<file path="config.mk">
export PLATFORM = sky130hd
export DESIGN_NAME = mem_stage
export DESIGN_NICKNAME = d
export VERILOG_FILES = /design/src/rtl/mem_stage_pkg.sv /design/src/rtl/mem_stage_load_align.sv /design/src/rtl/mem_stage.sv
export SDC_FILE = /design/constraint.sdc
export NUM_CORES = 1
export LEC_CHECK = 0
export ABC_AREA = 1
export CORE_ASPECT_RATIO = 0.7
export CORE_UTILIZATION = 45
export DETAILED_ROUTE_END_ITERATION = 7
export GPL_ROUTABILITY_DRIVEN = 1
export PLACE_DENSITY_LB_ADDON = 0.3
export SETUP_SLACK_MARGIN = 0.2
export SYNTH_ARGS = -nofsm -noshare
export SYNTH_HDL_FRONTEND = slang
export SYNTH_SLANG_ARGS = --single-unit
</file>
<file path="constraint.sdc">
create_clock -name clk -period 2.1 [get_ports clk]
set_input_delay 0.525 -clock clk [delete_from_list [all_inputs] [get_ports clk]]
set_output_delay 0.525 -clock clk [all_outputs]
set_load 0.05 [all_outputs]
</file>
<file path="src/rtl/mem_stage_pkg.sv">
// Bus layouts and load-extension bit positions shared by the memory stage and its helpers.
package mem_stage_pkg;

    localparam int ES_TO_MS_BUS_WD = 87;
    localparam int MS_TO_WS_BUS_WD = 70;
    localparam int MS_TO_DS_BUS_WD = 38;

    localparam int EXT_LB  = 0;
    localparam int EXT_LBU = 1;
    localparam int EXT_LH  = 2;
    localparam int EXT_LHU = 3;

    typedef struct packed {
        logic [15:0] ext;
        logic        res_from_mem;
        logic        gr_we;
        logic [4:0]  dest;
        logic [31:0] alu_result;
        logic [31:0] pc;
    } es_bus_t;

    typedef struct packed {
        logic        gr_we;
        logic [4:0]  dest;
        logic [31:0] final_result;
        logic [31:0] pc;
    } ws_bus_t;

    typedef struct packed {
        logic        fwd_we;
        logic [4:0]  fwd_dest;
        logic [31:0] fwd_data;
    } ds_bus_t;

endpackage

</file>
<file path="src/rtl/mem_stage_load_align.sv">
// Load byte-lane extraction and sign/zero extension; purely combinational.
// Half-word selection uses off[1] only, so misaligned halves are silently truncated.
module mem_stage_load_align
    import mem_stage_pkg::*;
(
    input  logic [3:0]  ext,
    input  logic [1:0]  off,
    input  logic [31:0] word,
    output logic [31:0] result
);

    logic [7:0]  byte_sel;
    logic [15:0] half_sel;

    always_comb begin
        byte_sel = word[7:0];
        case (off)
            2'd0: byte_sel = word[7:0];
            2'd1: byte_sel = word[15:8];
            2'd2: byte_sel = word[23:16];
            2'd3: byte_sel = word[31:24];
            default: byte_sel = word[7:0];
        endcase
        half_sel = off[1] ? word[31:16] : word[15:0];
    end

    always_comb begin
        result = word;
        if (ext[EXT_LB])
            result = {{24{byte_sel[7]}}, byte_sel};
        else if (ext[EXT_LBU])
            result = {24'h0, byte_sel};
        else if (ext[EXT_LH])
            result = {{16{half_sel[15]}}, half_sel};
        else if (ext[EXT_LHU])
            result = {16'h0, half_sel};
    end

endmodule

</file>
<file path="src/rtl/mem_stage.sv">
// Memory pipeline stage: registers the EXE bus, formats SRAM load data, feeds WB and decode forwarding.
// Latency 1 cycle; stalls while WB is not ready, holding the entry-cycle SRAM data in a local buffer.
module mem_stage
    import mem_stage_pkg::*;
(
    input  logic                       clk,
    input  logic                       reset,
    input  logic                       ws_allowin,
    output logic                       ms_allowin,
    input  logic                       es_to_ms_valid,
    input  logic [ES_TO_MS_BUS_WD-1:0] es_to_ms_bus,
    output logic                       ms_to_ws_valid,
    output logic [MS_TO_WS_BUS_WD-1:0] ms_to_ws_bus,
    input  logic [31:0]                data_sram_rdata,
    output logic [MS_TO_DS_BUS_WD-1:0] ms_to_ds_bus
);

    logic        ms_valid;
    logic        ms_ready_go;
    es_bus_t     bus_r;
    logic        first_cycle;
    logic [31:0] rdata_buf;
    logic        rdata_buf_valid;
    logic [31:0] mem_word;
    logic [31:0] load_result;
    logic [31:0] final_result;
    ws_bus_t     ws_bus;
    ds_bus_t     ds_bus;
    logic        unused_ext_bits;

    assign ms_ready_go    = 1'b1;
    assign ms_allowin     = !ms_valid || (ms_ready_go && ws_allowin);
    assign ms_to_ws_valid = ms_valid && ms_ready_go;

    always_ff @(posedge clk) begin
        if (reset) begin
            ms_valid        <= 1'b0;
            bus_r           <= '0;
            first_cycle     <= 1'b0;
            rdata_buf       <= 32'h0;
            rdata_buf_valid <= 1'b0;
        end else begin
            if (ms_allowin)
                ms_valid <= es_to_ms_valid;
            if (es_to_ms_valid && ms_allowin)
                bus_r <= es_to_ms_bus;
            first_cycle <= es_to_ms_valid && ms_allowin;
            // The SRAM output is overwritten by the next EXE address, so capture it on a first-cycle stall.
            if (ms_to_ws_valid && ws_allowin) begin
                rdata_buf_valid <= 1'b0;
            end else if (ms_valid && first_cycle && bus_r.res_from_mem && !ws_allowin) begin
                rdata_buf       <= data_sram_rdata;
                rdata_buf_valid <= 1'b1;
            end
        end
    end

    assign mem_word = rdata_buf_valid ? rdata_buf : data_sram_rdata;

    mem_stage_load_align u_load_align (
        .ext    (bus_r.ext[3:0]),
        .off    (bus_r.alu_result[1:0]),
        .word   (mem_word),
        .result (load_result)
    );

    assign final_result = bus_r.res_from_mem ? load_result : bus_r.alu_result;

    always_comb begin
        ws_bus = '0;
        if (ms_to_ws_valid) begin
            ws_bus.gr_we        = bus_r.gr_we;
            ws_bus.dest         = bus_r.dest;
            ws_bus.final_result = final_result;
            ws_bus.pc           = bus_r.pc;
        end
    end

    always_comb begin
        ds_bus = '0;
        if (ms_valid) begin
            ds_bus.fwd_we   = bus_r.gr_we && (bus_r.dest != 5'd0);
            ds_bus.fwd_dest = bus_r.dest;
            ds_bus.fwd_data = final_result;
        end
    end

    assign ms_to_ws_bus    = ws_bus;
    assign ms_to_ds_bus    = ds_bus;
    assign unused_ext_bits = ^bus_r.ext[15:4];

endmodule

</file>
* Word-level counts from Yosys, hierarchy flattened
Cells that the tools add are included.
Word-level totals: flip-flop bits (word level) 110, bits in writable memories 0, logic and storage cells 37, input bits 123, memory bits (read-only) 0, bits in latches 0, memories kept 0
Operators by class: muxes and demuxes 10, reductions and logical operators 13, add/sub/neg operators 0, div/mod/pow operators 0, magnitude comparators 0, eq/ne operators 3, bitwise logic cells 1, multiply operators 0, shift-type cells 0
Operators with widths (number):
- $mux W32 | 6
- $mux W70 | 1
- $mux W38 | 1
- $pmux W8 S4 | 1
- $mux W16 | 1
- $logic_and A1 B1 Y1 | 6
- $reduce_bool A5 Y1 | 1
- $eq A2 B2 Y1 const B | 2
- $eq A2 B1 Y1 const B | 1
- $logic_not A1 Y1 | 2
- $logic_not A2 Y1 | 1
- $reduce_and A2 Y1 | 1
- $reduce_or A2 Y1 | 1
- $logic_or A1 B1 Y1 | 1
- $not A1 Y1 | 1

* Logic depth before layout (Yosys ltp)
Gate-level depths: netlist (run 1).
depth after elaboration 8, gate-level depth with buffers 14, depth with buffers taken out 11

* Modules after synthesis
From an unflattened synthesis (run 1), not the netlist that was laid out.
Second synthesis, totals: cell total of the unflattened synthesis 1174, area total of the unflattened synthesis 7195.7 µm²
Modules (own cells, without submodules):
- mem_stage | cells each 939, instances 1, area an instance 6063.3 µm²
- mem_stage_load_align | cells each 235, instances 1, area an instance 1132.3 µm²

* Worst setup path before layout (run 1)
No wires, ideal clock.
path type register to output, start reg rdata_buf_valid, end out ms_to_ws_bus[33], buffers on the path 4, arrival 2239 ps, setup slack -664 ps, cell stages (with the launch flop) 11, path through dfxtp_1 > buf_4 > inv_2 > buf_6 > buf_6 > nand2_1 > o21ai_0 > o21ai_0 > a21oi_1 > a21oi_1 > buf_4
On the way: longest elaborated chain between the ends 8
Ends and longest elaborated chain:
- start: declaration | RTL line mem_stage.sv:23 | logic rdata_buf_valid;
- start signal: assignment | RTL line mem_stage.sv:41 | rdata_buf_valid <= 1'b0;
- start signal: assignment | RTL line mem_stage.sv:50 | rdata_buf_valid <= 1'b0;
- start signal: assignment | RTL line mem_stage.sv:53 | rdata_buf_valid <= 1'b1;
- $mux W32 * | RTL line mem_stage.sv:58 | assign mem_word = rdata_buf_valid ? rdata_buf : data_sram_rdata;
- $mux W16 | RTL line mem_stage_load_align.sv:24 | half_sel = off[1] ? word[31:16] : word[15:0];
- $mux W32 | RTL line mem_stage_load_align.sv:35 | else if (ext[EXT_LHU])
- $mux W32 | RTL line mem_stage_load_align.sv:33 | else if (ext[EXT_LH])
- $mux W32 | RTL line mem_stage_load_align.sv:31 | else if (ext[EXT_LBU])
- $mux W32 * | RTL line mem_stage_load_align.sv:29 | if (ext[EXT_LB])
- $mux W32 * | RTL line mem_stage.sv:67 | assign final_result = bus_r.res_from_mem ? load_result : bus_r.alu_result;
- $mux W70 * | RTL line mem_stage.sv:71 | if (ms_to_ws_valid) begin
- end: declaration | RTL line mem_stage.sv:13 | output logic [MS_TO_WS_BUS_WD-1:0] ms_to_ws_bus,
Every way passes the cells marked *; elsewhere a longest branch is shown, timed or not.

* Worst setup path in the final report (run 1)
start reg rdata_buf_valid, end out ms_to_ws_bus[38]
The elaborated chain is that of the path after synthesis.

==> metrics.txt, run 1 <==
maxcap violations=0; Tot Pwr=between 6 and 7 mW; root buf cell=clkbuf_16; clock-pin slew on the worst setup and hold paths=approximately 0.08 ns; failing checks=negative setup slack; DRT iter0 DRCs=around 990; crit path kind=flip-flop to output pin; Overall Global Routing Usage=between 30 and 40%; Die Height=just over 100 µm; Die ar.=0.01437 mm²; Post-DRT Antenna Nets=0; highest routed layer=met4; port bufs=220; DRC errors left=0; Clock Latency Late Sink=between 0.3 and 0.4 ns; RR Startpoint=ms_to_ws_valid; final hold violation count=0; site row count=35; placed cell area=between 0.01 and 0.015 mm²; post-route setup slack=-0.5494 ns; wire length per cell=20.59 µm; worst relative slew slack=approximately 48%; static leakage=approximately 5 nW; synthesized instance count=1019; Slew @ Worst Pin=roughly 0.76 ns; TritonCTS buffer count=9; CTS max path bufs=2; CTS tree=done; vias in the first global route=~7.4k; vias=8365; most common cell after layout, fill and taps aside=nand2_1; XOR/XNOR share of the synthesized area=0%; multiplexer area fraction after synthesis=0%; DP HPWL=around 16000 µm; design area=~0.012 mm²; peak supply drop=around 0.45 mV; PD cells=around 540 mW/mm²; crit path launch type=flip-flop; compound-cell area share of the yosys netlist=13.71%; Die X=142.9 µm; met3 wire length=3314 µm; # IOs=approximately 230; initial antenna violation count=0; synthesized area=0.006250 mm²; adder-cell share of the synthesized area=0%; syn_area_per_cell=~6.1 µm²; Syn Nets=between 1k and 1.5k; sequential element share of the synthesized area=between 30% and 40%; routed wire length=29680 µm; met1 wire length=10190 µm; total gr overflow=0; Routed met2 length=around 14000 µm; post-synthesis simple-gate area fraction=between 30% and 40%; # setup viols final=64; CP arrival=2.12 ns; status=complete, but fails checks; Core Area=0.01336 mm²; fin cells=between 1k and 1.5k; Starting Density=46.79%; RSZ-0062 raised after global routing=true; crit path from=rdata_buf_valid; number of H-tree levels=3; Final period util=126.2%; commonest non-fill, non-tap cells in the layout=310 x nand2_1, 130 x buf_12, 102 x dfxtp_1, 98 x clkdlybuf4s50_1, 96 x a21oi_1; nets@finish=about 1.4k; post-synth cell types=28; CP endpoint kind=output pin; post-layout min period=between 2 and 3 ns; clock skew=about 0.0063 ns; drt via density=5.805; Clock Sinks=110; Placer Congestion=about 0.93; pin count of the biggest net entering global routing=65; worst endpoint required time=about 1.6 ns; Ys Warns=0; share of layout cells above drive strength 1=38.49%; worst-path maximum fanout=16; Max Transition Viols Final=0; first-pass GRT wire length=37950 µm; TritonRoute pass-1 iters=7; Fmax achieved=377.4 MHz; DP Cell Count=about 1.4k; largest family of logic cells by synthesized area=simple AND/OR/NAND/NOR gates; HP Class=flip-flop to flip-flop; synthesized flop and latch total=110; Syn-to-layout area delta=88.39%; Hold Startpoint=bus_r[38]
==> report_power, final <==
group,total (mW),switching (mW),internal [mW]
clock,1.72,0.892,0.828
sequential,2.28,0.100,2.18
combinational,2.36,1.34,1.02
total,6.36,2.33,4.02
==> registers in the layout, summed over array words and instances, names as in the netlist <==
register	flops
rdata_buf_valid	1
first_cycle	1
rdata_buf	32
ms_to_ws_valid	1
bus_r	75
==> final timing paths <==
check / to / slack, ns / depth (start not counted)
setup / recovery: ms_to_ws_bus[38] / -0.55 / 9
hold / removal: bus_r[38] / 0.46 / 2
setup reg to reg: bus_r[60] / 0.31 / 8
hold reg to reg: bus_r[38] / 0.46 / 2
==> cells by family (layout without fill, tap and decap cells) <==
kind of cell,count (synthesis),after routing
simple gates,552,553
buf+inv,199,434
compound gates,158,158
flops,110,110
other cells,0,1
==> metal layers <==
metal,GRT usage [%],up-vias
met2,56.86,694
met1,41.89,3878
li1,-,3595
met5,0,-
met4,15.72,0
met3,9.549,198
==> synthesized netlist by cell type (all sizes together) <==
cell type	instances	share of area (%)
nor2	85	5.7
nand2	406	25
or2	6	0.60
o41ai	1	0.14
inv	99	5.9
clkbuf	39	2.4
nand3	53	4.6
buf	61	7.0
o21ai	28	2.3
dfxtp	110	35
and2	1	0.10
o211ai	2	0.24
nor3	1	0.080
a221oi	1	0.14
a21oi	106	8.5
a211oi	20	2.4
==> final cells by class <==
cell class              count  area, µm²
diodes                      1      2.502
clock buffers              10      229.0
clock inverters             6      51.30
fillers                   558       1583
inverters                  99      548.0
multi-input cells         711       4034
flip-flops and latches    110       2217
well taps                 185      231.5
repair buffers            319       4461
==> through the flow <==
stage | utilization (%) | setup slack [ns] | setup TNS, ns | hold WS, ns
after floorplan | - | -0.1786 | -4.947 | 0.4369
final | 88.15 | -0.5494 | -31.03 | 0.4644
after global placement | 76.23 | -0.6817 | -38.42 | 0.4460
after CTS | 83.25 | -0.4768 | -27.22 | 0.4624
after detailed placement | 76.23 | -0.7237 | -40.00 | 0.4514
after global routing | 88.13 | -0.6090 | -34.36 | 0.4797
==> timing repair <==
action	CTS	global route
gates cloned	4	3
setup buffers	13	9
endpoints found under the setup margin	106	105
hold buffers	0	0
pin swaps	35	36
gates resized for setup	162	156
endpoints found under the hold margin	0	0
==> worst max-delay path: stages (launching register included) <==
cell     delay, ns
dfxtp_4       0.42
buf_6         0.19
buf_4         0.13
nand2_1       0.04
nand2_1       0.15
a21oi_1       0.11
nand3_1       0.16
nand3_2       0.11
a21oi_4       0.25
buf_12        0.18
(Power assumes the default switching activity.)
==> run 2, diff against run 1 <==
CAP_MARGIN = 30   (was unset)
==> results of run 2 <==
Final layout, timing and power as in run 1 (identical DEF).
